--- src/rtl/popcount_frame_accumulator.sv ---
// Frame accumulator for per-word ones counts: sums WINDOW accepted words and
// presents total, per-word maximum and a threshold flag on a valid/ready output.
module popcount_frame_accumulator #(
    parameter  int WIDTH  = 8,
    parameter  int WINDOW = 16,
    localparam int CW     = $clog2(WIDTH + 1),
    localparam int SW     = $clog2(WIDTH * WINDOW + 1)
) (
    input  logic             clk,
    input  logic             rst,
    input  logic             s_valid,
    output logic             s_ready,
    input  logic [WIDTH-1:0] s_data,
    input  logic             flush,
    input  logic [SW-1:0]    thresh,
    output logic             m_valid,
    input  logic             m_ready,
    output logic [SW-1:0]    m_ones,
    output logic [CW-1:0]    m_max,
    output logic             m_over
);
    localparam int NW = $clog2(WINDOW);
    localparam logic [NW-1:0] LAST_IDX = NW'(WINDOW - 1);

    typedef enum logic {ACCUM, HOLD} state_t;

    state_t        state_q;
    logic [NW-1:0] word_cnt_q;
    logic [SW-1:0] acc_q;
    logic [CW-1:0] max_acc_q;
    logic          m_valid_q;
    logic [SW-1:0] m_ones_q;
    logic [CW-1:0] m_max_q;
    logic          m_over_q;

    logic [CW-1:0] pc;
    logic [SW-1:0] acc_d;
    logic [CW-1:0] max_acc_d;
    logic          accept;

    always_comb begin
        pc = '0;
        for (int i = 0; i < WIDTH; i++) begin
            pc = pc + CW'(s_data[i]);
        end
    end

    assign s_ready   = (state_q == ACCUM) && !flush;
    assign accept    = s_valid && s_ready;
    assign acc_d     = acc_q + SW'(pc);
    assign max_acc_d = (pc > max_acc_q) ? pc : max_acc_q;

    always_ff @(posedge clk or posedge rst) begin
        if (rst) begin
            state_q    <= ACCUM;
            word_cnt_q <= '0;
            acc_q      <= '0;
            max_acc_q  <= '0;
            m_valid_q  <= 1'b0;
            m_ones_q   <= '0;
            m_max_q    <= '0;
            m_over_q   <= 1'b0;
        end else begin
            case (state_q)
                ACCUM: begin
                    if (flush) begin
                        word_cnt_q <= '0;
                        acc_q      <= '0;
                        max_acc_q  <= '0;
                    end else if (accept) begin
                        if (word_cnt_q == LAST_IDX) begin
                            // Last word of the frame: publish and start a fresh frame.
                            m_ones_q   <= acc_d;
                            m_max_q    <= max_acc_d;
                            m_over_q   <= acc_d > thresh;
                            m_valid_q  <= 1'b1;
                            word_cnt_q <= '0;
                            acc_q      <= '0;
                            max_acc_q  <= '0;
                            state_q    <= HOLD;
                        end else begin
                            word_cnt_q <= word_cnt_q + 1'b1;
                            acc_q      <= acc_d;
                            max_acc_q  <= max_acc_d;
                        end
                    end
                end
                HOLD: begin
                    if (m_ready) begin
                        m_valid_q <= 1'b0;
                        state_q   <= ACCUM;
                    end
                end
                default: state_q <= ACCUM;
            endcase
        end
    end

    assign m_valid = m_valid_q;
    assign m_ones  = m_ones_q;
    assign m_max   = m_max_q;
    assign m_over  = m_over_q;
endmodule

--- config.mk ---
export PLATFORM = sky130hd
export DESIGN_NAME = popcount_frame_accumulator
export DESIGN_NICKNAME = d
export VERILOG_FILES = /design/src/rtl/popcount_frame_accumulator.sv
export SDC_FILE = /design/constraint.sdc
export NUM_CORES = 1
export LEC_CHECK = 0
export CORE_ASPECT_RATIO = 0.75
export CORE_UTILIZATION = 47
export DETAILED_ROUTE_END_ITERATION = 16
export PLACE_DENSITY = 0.84
export SYNTH_ARGS = -nofsm -noshare
export SYNTH_HDL_FRONTEND = slang
export SYNTH_SLANG_ARGS = --single-unit
--- constraint.sdc ---
create_clock -name clk -period 2.7 [get_ports clk]
set_input_delay 0.27 -clock clk [delete_from_list [all_inputs] [get_ports clk]]
set_output_delay 0.27 -clock clk [all_outputs]
set_load 0.02 [all_outputs]
* Yosys cells after proc, flatten, opt, wreduce, memory -nomap -nowiden
Cells that the tools add are included.
W data, S select, Z words.
** Cells by class
- Bitwise operators :: 2
- Magnitude comparators :: 2
- Reduce and logical (&&, ||, !) cells :: 7
- Add/sub/neg operators :: 9
- Shift-type cells :: 0
- Multiplexer cells :: 20
- Eq/ne operators :: 5
- Multiply operators :: 0
- Divide/modulo/power cells :: 0
** Operator list (number)
- $mux W4 :: 7
- $mux W8 :: 3
- $add A4 B1 Y4 :: 4
- $add A8 B4 Y8 :: 1
- $gt A8 B8 Y1 :: 1
- $mux W1 :: 8
- $reduce_and A4 Y1 :: 2
- $ne A2 B2 Y1 const B :: 3
- $add A3 B1 Y4 :: 1
- $add A4 B1 Y4 const B :: 1
- $eq A4 B4 Y1 const B :: 1
- $gt A4 B4 Y1 :: 1
- $pmux W1 S2 :: 2
- $add A2 B1 Y3 :: 1
- $add A1 B1 Y2 :: 1
- $logic_and A1 B1 Y1 :: 2
- $ne A2 B1 Y1 const B :: 1
- $not A1 Y1 :: 2
- $reduce_and A2 Y1 :: 1
- $reduce_bool A2 Y1 :: 1
- $logic_not A1 Y1 :: 1
** Word-level totals
- Word-level logic and storage cells :: 53
- Memories kept :: 0
- Memory bits (writable) :: 0
- Input bits :: 21
- Memory bits (read-only) :: 0
- Bits in registers :: 31
- Bits in latches :: 0
- Output and inout port bits :: 15

* Logic depth before layout (Yosys ltp)
- Word-level depth :: 12
- Mapped depth :: 18
- Gate-level depth less buffers :: 18

* Worst setup path before layout
OpenSTA, ideal clock, no wires.
- Path kind :: input-to-reg
- From :: input port s_data[0]
- To :: register m_over_q (netlist: m_over)
- Cell stages on the path :: 18
- Required time :: 2564 ps
- Setup slack :: -1847 ps
- Data arrival time :: 4410 ps
- Library setup time :: 136 ps
- Path buffers :: 0
- Cells stage by stage :: fa_1 inv_1 fa_1 fa_1 inv_1 ha_1 fa_1 xor2_1 ha_1 a21o_1 a21oi_2 nand3b_4 xnor2_2 ha_1 nand4_1 a21oi_1 a2111oi_0 o21ai_0
** On the way
- Word-level cells in the longest chain between the ends :: 9
** RTL lines
- start, declared :: RTL line 13 : input logic [WIDTH-1:0] s_data,
- $add A1 B1 Y2 :: RTL line 44 : pc = pc + CW'(s_data[i]);
- $add A2 B1 Y3 :: RTL line 44
- $add A3 B1 Y4 :: RTL line 44
- $add A4 B1 Y4 (4 in a row) :: RTL line 44
- $add A8 B4 Y8 :: RTL line 50 : assign acc_d = acc_q + SW'(pc);
- net acc_d[6] :: RTL line 37 : logic [SW-1:0] acc_d;
- $gt A8 B8 Y1 :: RTL line 75 : m_over_q <= acc_d > thresh;
- end signal, assigned :: RTL line 75
- end, declared :: RTL line 34 : logic m_over_q;
The timed path passes the listed nets, and every way through them passes these cells.
A chain may end at the register's enable or synchronous reset.

* Final worst setup path
Same ends and word-level chain as after synthesis.

==> qor.yml <==
cts:
  ctsLongestPathBuffers: 2
  cts_sinks: 31
  cts_buffers: 5
  clock_latency_ps: 290
  htree_levels: 2
  cts_tree: "done"
  cts_root_buffer: "clkbuf_8"
  clkTransAtPathRegs_ps: 80
  hold_buffers: 0
finish:
  nNetsFinal: 319
  n_antenna_cell: 0
  final_util_pct: 80.8
  fill_cells: 226
  area_delta_synth_final_pct: 57.6
  multiInputGateArea_mm2: 0.00135
  layout-drive-gt1-share_pct: 32.8
  final_common_cell: "clkdlybuf4s50_1"
  mostFrequentLayoutCells: "clkdlybuf4s50_1, dfrtp_1, inv_1, nand2_1, buf_4"
  register_area_um2: 776
detailed_routing:
  ant_nets: 0
  via_count: 1816
  firstDrtPassIters: 5
  drtIter0Drc: 93
  wl_um: 6040
  vias_per_cell: 5.57
  routedWlPerCell_um: 18.5
  drc_errors: 0
critical_path:
  crit_path_end_kind: "flop"
  cp.required_ps: 2880
  cp.arrival_ps: 4570
  critPathKind: "input pin to flop"
  critPathMaxFanout: 2
  startpoint_type: "input pin"
sta:
  worst_slew_margin_rel_pct: 51.0
  fin_ws_ps: -1690
  fmax_mhz: 228
  tns_ps: -22670
  fin_crit_sh_pct: 163
  finalMaxSlewViolations: 0
  finClkSkew_ps: 10.8
  final.min_clock_period_ps: 4390
  rsz0062_at_grt: "true"
  setup_viol: 23
  hold_viol_final: 0
  worstMarginPinSlew_ps: 736
die:
  fp.dieH_um: 57.8
  io_pins: 36
  dieArea_mm2: 0.00441
  core-area_mm2: 0.00380
  die_w_um: 76.4
  rows: 19
  start_util_pct: 51.3
status:
  outcome: "finished, violations left"
  violations: "negative setup slack"
synth:
  synth_area_per_cell_um2: 9.75
  synth_nets: 246
  synth.mux.area_fraction_pct: 2.95
  synth_adder_area_share_pct: 18.0
  ys_seq_area_share_pct: 39.8
  synth_compound_area_share_pct: 15.9
  yosys.area_share.xor_xnor_pct: 3.98
  netlist_area_mm2: 0.00195
  async_reset_ff_share_pct: 100
  synth_top_family_by_area: "adder cells"
  synth_ff_type: "dfrtp_1"
  synth-simple-area-share_pct: 13.4
  synth_cells: 200
  yosys_warnings: 0
  synth.distinct_cells: 36
  synth_edf_count: 0
  synth_seq_cells: 31
power:
  irDropWorstVdd_uv: 1090
  p_leak_nw: 1.48
  power.density_mw_per_mm2: 833
job:
  maxCapViolCount: 0
global_routing:
  grt_max_degree: 32
  grt_usage_pct: 27.1
  antenna_found_initial: 0
  grt_overflow_total: 0
  grt_pass1_wl_um: 8990
  grt_pass1_vias: 1847
hold_path:
  min_path_type: "input pin to async pin"
placed_design:
  io_buffers: 35
  gp_congestion: 0.821
  hpwl_um: 3340
[final timing paths]
check / start / end / slack (ps) / cells past startpoint
max reg2reg: acc_q[0] / m_over / 0 / 11
min reg2reg: m_valid / m_valid / 470 / 2
min: rst / max_acc_q[3] / 370 / 3
max: s_data[0] / m_over / -1690 / 20
max in group asynchronous: rst / acc_q[3] / 2030 / 3
min in group clk: m_valid / m_valid / 470 / 2
[synthesized netlist by cell type, types with 2 or more instances]
library cell,number,area [um2]
a22o_1,8,70.1
nand4_1,4,25.0
inv_1,25,93.8
fa_1,5,100
dfrtp_1,31,776
a21oi_2,2,17.5
nor2_1,6,22.5
mux2i_1,2,20.0
clkbuf_1,2,7.51
ha_1,20,250
buf_2,3,15.0
a21o_1,2,15.0
o311ai_0,2,17.5
xnor2_1,4,35.0
xor2_1,3,26.3
mux2_2,2,22.5
nor2b_1,4,25.0
a21oi_1,9,45.0
or3_1,2,12.5
nand3_1,4,20.0
nand2_1,28,105
o21ai_0,17,85.1
and2_1,2,12.5
[what timing repair did]
item | 4_1_cts | 5_1_grt
pin swaps | 29 | 26
buffers inserted | 16 | 8
endpoints found under the setup margin | 25 | 25
resized for setup | 50 | 25
[final cells by class]
cell class                      count  share of cell area, %
Clock buffer                        6                   2.69
Clock inverter                      2                   1.14
Inverter                           25                   3.05
Multi-Input combinational cell    139                   43.9
Sequential cell                    31                   25.3
Tap cell                           52                   2.12
Timing Repair Buffer               71                   21.8
[worst max-delay path, stage by stage]
cell	delay [ps]
buf_6	90
fa_1	560
inv_2	40
fa_1	440
fa_1	500
inv_2	40
ha_4	160
fa_2	390
xor2_4	180
ha_4	290
buf_6	100
a21o_1	120
a21oi_2	60
nand3b_4	170
xnor2_2	270
ha_1	300
nand4_1	140
a21oi_1	70
a2111oi_2	240
o21ai_1	100
[power breakdown]
part / internal [mW] / switching [mW] / total, mW
Combinational: 0.791 / 0.714 / 1.50
Clock: 0.299 / 0.185 / 0.484
Sequential: 0.515 / 0.0546 / 0.569
[logic make-up after synthesis]
kind of cell / Yosys count
XOR/XNOR: 8
adder cells (fa/ha/maj): 25
AO/OA/AOI/OAI: 48
buffers and inverters: 30
AND/OR/NAND/NOR: 53
flip-flops: 31
multiplexers: 5
[state kept, by name (all words and copies together) (netlist names)]
name        cells
m_ones          8
acc_q           8
state_q         1
m_valid         1
word_cnt_q      4
max_acc_q       4
m_max           4
m_over          1
[metrics by stage]
step / instance area, um2 / power, mW / instances / hold WS, ps / setup slack (ps)
4_1_cts: 2940 / 2.33 / 325 / 374 / -1740
6_report: 3070 / 2.56 / 326 / 367 / -1690
5_1_grt: 3070 / 2.67 / 326 / 415 / -1870
3_3_place_gp: 2580 / 1.55 / 306 / 459 / -2260
2_1_floorplan: 2010 / 1.17 / 200 / 366 / -1690
3_5_place_dp: 2580 / 1.59 / 306 / 461 / -2530
[routing by layer]
| metal | share of wire, % | vias up | track usage, % | wire length [um] |
|---|---|---|---|---|
| met5 | 0 | - | 0 | 0 |
| met4 | 3.8 | 0 | 11.8 | 232 |
| met3 | 6.2 | 24 | 7.87 | 376 |
| met2 | 49 | 84 | 45.0 | 2930 |
| met1 | 41 | 877 | 33.6 | 2500 |
| li1 | - | 831 | - | - |
Note: power is estimated with default switching activity, not from simulation.
